$ cat src/rtl/trailer_sequencer_pkg.sv
// Shared types, constants and helpers for the trailer sequencer.
package trailer_sequencer_pkg;

    // Geometry of the full-screen trailer image drawn by the graphics unit.
    localparam int unsigned SCREEN_W = 320;
    localparam int unsigned SCREEN_H = 240;

    localparam int unsigned STATE_W = 3;

    typedef enum logic [STATE_W-1:0] {
        ST_IDLE = 3'd0,
        ST_DRAW = 3'd1,
        ST_WAIT = 3'd2,
        ST_HOLD = 3'd3,
        ST_NEXT = 3'd4,
        ST_FIN  = 3'd5
    } state_e;

    // Width of a counter that must hold values 0..n-1 (at least one bit).
    function automatic int unsigned cnt_width(input int unsigned n);
        return (n > 1) ? $clog2(n) : 1;
    endfunction

endpackage

$ cat src/rtl/trailer_sequencer_hold_timer.sv
// Loadable down-counter that times how long a drawn frame stays on screen.
module trailer_sequencer_hold_timer
    import trailer_sequencer_pkg::*;
#(
    parameter int unsigned FRAME_TICKS = 12_500_000
) (
    input  logic clk,
    input  logic resetn,
    input  logic load,
    input  logic dec,
    output logic zero_c
);

    localparam int unsigned CNT_W = cnt_width(FRAME_TICKS);
    localparam logic [CNT_W-1:0] LOAD_VAL = CNT_W'(FRAME_TICKS - 1);

    logic [CNT_W-1:0] cnt_q;

    // Load takes priority; decrement saturates at zero so the count never wraps.
    always_ff @(posedge clk or negedge resetn) begin
        if (!resetn) begin
            cnt_q <= '0;
        end else if (load) begin
            cnt_q <= LOAD_VAL;
        end else if (dec && (cnt_q != '0)) begin
            cnt_q <= cnt_q - CNT_W'(1);
        end
    end

    assign zero_c = (cnt_q == '0);

endmodule

$ cat src/rtl/trailer_sequencer.sv
// Drives the trailer graphics unit: plot, wait for draw, hold, alternate frames, report done.
module trailer_sequencer
    import trailer_sequencer_pkg::*;
#(
    parameter int unsigned FRAME_TICKS = 12_500_000,
    parameter int unsigned LOOPS       = 4
) (
    input  logic clk,
    input  logic resetn,
    input  logic start,
    input  logic skip,
    input  logic gu_done,
    output logic plot,
    output logic frame,
    output logic busy,
    output logic trailer_done
);

    localparam int unsigned DRAWS  = 2 * LOOPS;
    localparam int unsigned DRAW_W = cnt_width(DRAWS);
    localparam logic [DRAW_W-1:0] LAST_DRAW = DRAW_W'(DRAWS - 1);

    state_e            state_q;
    state_e            state_d;
    logic              gu_done_q;
    logic              done_rise_c;
    logic              skip_pend_q;
    logic              skip_pend_d;
    logic              frame_d;
    logic [DRAW_W-1:0] draw_cnt_q;
    logic [DRAW_W-1:0] draw_cnt_d;
    logic              timer_load;
    logic              timer_dec;
    logic              timer_zero_c;

    // Only a fresh rising edge of gu_done counts; a level left over from a previous draw is ignored.
    assign done_rise_c = gu_done & ~gu_done_q;

    trailer_sequencer_hold_timer #(
        .FRAME_TICKS (FRAME_TICKS)
    ) u_hold_timer (
        .clk    (clk),
        .resetn (resetn),
        .load   (timer_load),
        .dec    (timer_dec),
        .zero_c (timer_zero_c)
    );

    // State register.
    always_ff @(posedge clk or negedge resetn) begin
        if (!resetn) begin
            state_q <= ST_IDLE;
        end else begin
            state_q <= state_d;
        end
    end

    // Next-state and datapath control.
    always_comb begin
        state_d     = state_q;
        skip_pend_d = skip_pend_q;
        frame_d     = frame;
        draw_cnt_d  = draw_cnt_q;
        timer_load  = 1'b0;
        timer_dec   = 1'b0;

        case (state_q)
            ST_IDLE: begin
                if (start) begin
                    state_d    = ST_DRAW;
                    frame_d    = 1'b0;
                    draw_cnt_d = '0;
                end
            end
            ST_DRAW: begin
                state_d = ST_WAIT;
            end
            ST_WAIT: begin
                // A skip during a draw is remembered so the image is never cut off half-drawn.
                if (skip) begin
                    skip_pend_d = 1'b1;
                end
                if (done_rise_c) begin
                    if (skip_pend_q || skip) begin
                        state_d = ST_FIN;
                    end else begin
                        timer_load = 1'b1;
                        state_d    = ST_HOLD;
                    end
                end
            end
            ST_HOLD: begin
                timer_dec = 1'b1;
                if (skip) begin
                    state_d = ST_FIN;
                end else if (timer_zero_c) begin
                    state_d = ST_NEXT;
                end
            end
            ST_NEXT: begin
                if (draw_cnt_q == LAST_DRAW) begin
                    state_d = ST_FIN;
                end else begin
                    frame_d    = ~frame;
                    draw_cnt_d = draw_cnt_q + DRAW_W'(1);
                    state_d    = ST_DRAW;
                end
            end
            ST_FIN: begin
                skip_pend_d = 1'b0;
                state_d     = ST_IDLE;
            end
            default: begin
                state_d = ST_IDLE;
            end
        endcase

        // Frame select reads 0 from the moment the run finishes.
        if (state_d == ST_FIN) begin
            frame_d = 1'b0;
        end
    end

    // Datapath registers: edge detector, skip latch, frame select and draw counter.
    always_ff @(posedge clk or negedge resetn) begin
        if (!resetn) begin
            gu_done_q   <= 1'b0;
            skip_pend_q <= 1'b0;
            frame       <= 1'b0;
            draw_cnt_q  <= '0;
        end else begin
            gu_done_q   <= gu_done;
            skip_pend_q <= skip_pend_d;
            frame       <= frame_d;
            draw_cnt_q  <= draw_cnt_d;
        end
    end

    // Registered state decodes, so each output is valid for exactly the cycle its state is held.
    always_ff @(posedge clk or negedge resetn) begin
        if (!resetn) begin
            plot         <= 1'b0;
            busy         <= 1'b0;
            trailer_done <= 1'b0;
        end else begin
            plot         <= (state_d == ST_DRAW);
            busy         <= (state_d != ST_IDLE);
            trailer_done <= (state_d == ST_FIN);
        end
    end

    // Pulse and busy invariants.
    a_plot_pulse : assert property (@(posedge clk) disable iff (!resetn) plot |=> !plot);
    a_done_pulse : assert property (@(posedge clk) disable iff (!resetn) trailer_done |=> !trailer_done);
    a_plot_busy  : assert property (@(posedge clk) disable iff (!resetn) plot |-> busy);

endmodule

$ cat config.mk
export PLATFORM = sky130hd
export DESIGN_NAME = trailer_sequencer
export DESIGN_NICKNAME = d
export VERILOG_FILES = /design/src/rtl/trailer_sequencer_pkg.sv /design/src/rtl/trailer_sequencer_hold_timer.sv /design/src/rtl/trailer_sequencer.sv
export SDC_FILE = /design/constraint.sdc
export NUM_CORES = 1
export LEC_CHECK = 0
export ABC_AREA = 1
export BUFFER_PORTS_ARGS = -buffer_cell sky130_fd_sc_hd__buf_2
export CORE_MARGIN = 2
export CORE_UTILIZATION = 30
export CTS_CLUSTER_SIZE = 20
export DETAILED_ROUTE_END_ITERATION = 10
export PLACE_DENSITY = 0.52
export RECOVER_POWER = 25
export SYNTH_ARGS = -nofsm -noshare
export SYNTH_HDL_FRONTEND = slang
export SYNTH_SLANG_ARGS = --single-unit
export TNS_END_PERCENT = 20
$ cat constraint.sdc
create_clock -name clk -period 5 [get_ports clk]
set_input_delay 1 -clock clk [delete_from_list [all_inputs] [get_ports clk]]
set_output_delay 1 -clock clk [all_outputs]
set_load 0.03 [all_outputs]
==> reports/metrics.csv <==
metric;value;unit
worst path arrival time;2420;ps
Most used DFF post-synth;dfrtp_1;
gr ovfl total;0;
EDFF count, synth;0;
DRC Markers;0;
warnings from Yosys;0;
Tot GR Track Use;13.3;%
placeable core area;6720;µm²
clock share of power;22.6;%
width of the die;86.9;µm
fin. max-slew vios;37;
Leakage;1.02;nW
Die Y;86.9;µm
Post-Synthesis Cells;277;
Post-CTS Setup Bufs;0;
DIE AREA;7560;µm²
max-cap violation count;1;
layout cells sized above 1;10.1;%
RSZ-0062 raised after global routing;no;
CTS tree;yes;
CP delay by family, top;buffers and inverters;
Worst slew margin;-33.2;%
Psw;0.000491;W
TritonCTS buffer count;5;
#FFs+latches synth;36;
status;complete, but fails checks;
register share of total power;38.5;%
# H-tree levels;2;
Post-DRT Antenna Nets;0;
class of the worst hold path;reg -> reg;
clock root buffer;clkbuf_8;
FFs w/ async S/R, synth;100;%
dpl cells;359;
Vias/cell;4.78;
power per cell area;509;nW/µm²
period utilization;48.1;%
failing checks;capacitance limit, slew limit;
Final Cell Area;2270;µm²
num ports;9;
syn nets;285;
DR WL/cell;11.8;µm
fin crit period;2410;ps
hpwl dp;3.09;mm
Placement Cell Area;2160;µm²
DR iter-0 viols;71;
Initial Util;30.7;%
Max clock buf depth;2;
1st-pass router iterations;4;
internal power;0.000664;W
critical-path cell list;clkbuf_1;
clk_lat worst skew;290;ps
CP Launch Type;primary input;
synth unique cells;27;
Port Buffers;8;
commonest non-fill, non-tap cell in the layout;nand2_1;
n_diodes;0;
hold buffer count at cts;0;
sw frac;42.5;%
total negative slack;0;ps
vias in the first global route;1753;
crit end category;async pin;
first-pass GRT wire length;7.84;mm
Clock Pin Slew Worst Setup and Hold Paths;80;ps
CTS Sinks;36;
slowest CP cell;clkbuf_1;
most frequent cells in the layout;62 x nand2_1, 47 x nor2_1, 36 x dfrtp_1, 27 x nand3_1, 26 x inv_1;
final wirelength;4.34;mm
f_max;416;MHz
row count;30;
VDD IR max;239;µV
Hold Vio Cnt, Final;0;
WP data required;5020;ps
Worst Tran Pin Value;2000;ps
Layout area overhead;10.0;%
kind of critical path;in -> async;
placer's final routability congestion estimate;0.809;
CP Max Fanout;36;
nets@finish;294;
Avg Cell Area, Syn;7.45;µm²
final setup fails;0;
vias;1755;
register area share after synthesis;43.7;%
Resized cells post-CTS;0;
largest net degree at the start of global routing;37;
Layout Cells excl Fill;367;
crit-path max cell delay;1400;ps
clock skew;8.59;ps
initial antenna violation count;0;
Post-Syn Area;2060;µm²
Combinational Power Share;38.9;%
Bufs and invs on worst path;1;
-- area by class of cell --
class | count | area (µm²)
fill | 712 | 4450
tap | 80 | 100
clock buffer | 5 | 68.8
clock inverter | 3 | 42.5
sequential | 36 | 901
multi-input combinational | 205 | 1010
inverter | 30 | 113
timing repair buffer | 8 | 36.3
-- cell families (layout without fill, tap and decap cells) --
kind of cell	Yosys count	after routing	share of synthesized area (%)
buffers and inverters	36	46	7.46
AO/OA/AOI/OAI	27	27	7.28
XOR/XNOR	1	1	0.425
AND/OR/NAND/NOR	174	174	39.4
adder cells (fa/ha/maj)	3	3	1.82
flip-flops	36	36	43.7
-- flip-flops by register name, indices dropped and copies added (netlist names) --
register / cells
busy: 1
state_q: 3
draw_cnt_q: 3
skip_pend_q: 1
plot: 1
gu_done_q: 1
frame: 1
trailer_done: 1
u_hold_timer.cnt_q: 24
-- path summary, 6_finish.rpt --
check	from	to	slack (ps)	depth (start not counted)
hold / removal	draw_cnt_q[2]	draw_cnt_q[2]	500	2
hold reg to reg	draw_cnt_q[2]	draw_cnt_q[2]	500	2
min in group asynchronous	resetn	u_hold_timer.cnt_q[23]	1260	1
setup / recovery	resetn	u_hold_timer.cnt_q[16]	2590	1
max in group clk	skip	u_hold_timer.cnt_q[6]	2780	10
setup reg to reg	u_hold_timer.cnt_q[0]	u_hold_timer.cnt_q[21]	2940	9
-- metal layers --
metal	vias to the layer above	global-route usage, %	wire length, µm
met5	-	0	0
met4	0	5.40	56
met3	5	3.41	167
met2	28	20.7	1960
met1	792	17.5	2160
li1	930	-	-
-- cell usage after synthesis (2+ instances only) --
master | n | area share, %
o31ai_1 | 3 | 1.1
nor2_1 | 47 | 8.6
nand2_1 | 62 | 11
inv_2 | 4 | 0.73
nand3_1 | 27 | 6.5
buf_6 | 2 | 1.1
a21oi_1 | 2 | 0.49
nand2_2 | 3 | 0.91
nand3b_1 | 7 | 2.5
nand3_2 | 2 | 0.97
dfrtp_1 | 36 | 44
buf_2 | 3 | 0.73
ha_1 | 3 | 1.8
inv_1 | 26 | 4.7
nor2_2 | 3 | 0.91
nand4_1 | 9 | 2.7
nor3_1 | 10 | 2.4
o21ai_0 | 19 | 4.6
-- stage by stage --
stage          total power, W  hold slack (ps)  util [%]  worst slack [ps]
2_1_floorplan        0.000814              458         -              3030
3_3_place_gp         0.000904              480      32.2              2480
3_5_place_dp         0.000906              482      32.2              2450
4_1_cts               0.00117              504      33.8              2750
5_1_grt               0.00126              516      33.8              2100
6_report              0.00116              500      33.8              2590
-- power by group through the flow --
stage / Clock (W) / Combinational, W / Sequential [W]
floorplan: 0 / 0.000358 / 0.000456
global placement: 0 / 0.000452 / 0.000452
detailed placement: 0 / 0.000454 / 0.000452
CTS: 0.000270 / 0.000456 / 0.000446
global route: 0.000283 / 0.000524 / 0.000458
finish: 0.000261 / 0.000449 / 0.000445
Power figures use the tool's default switching activity.
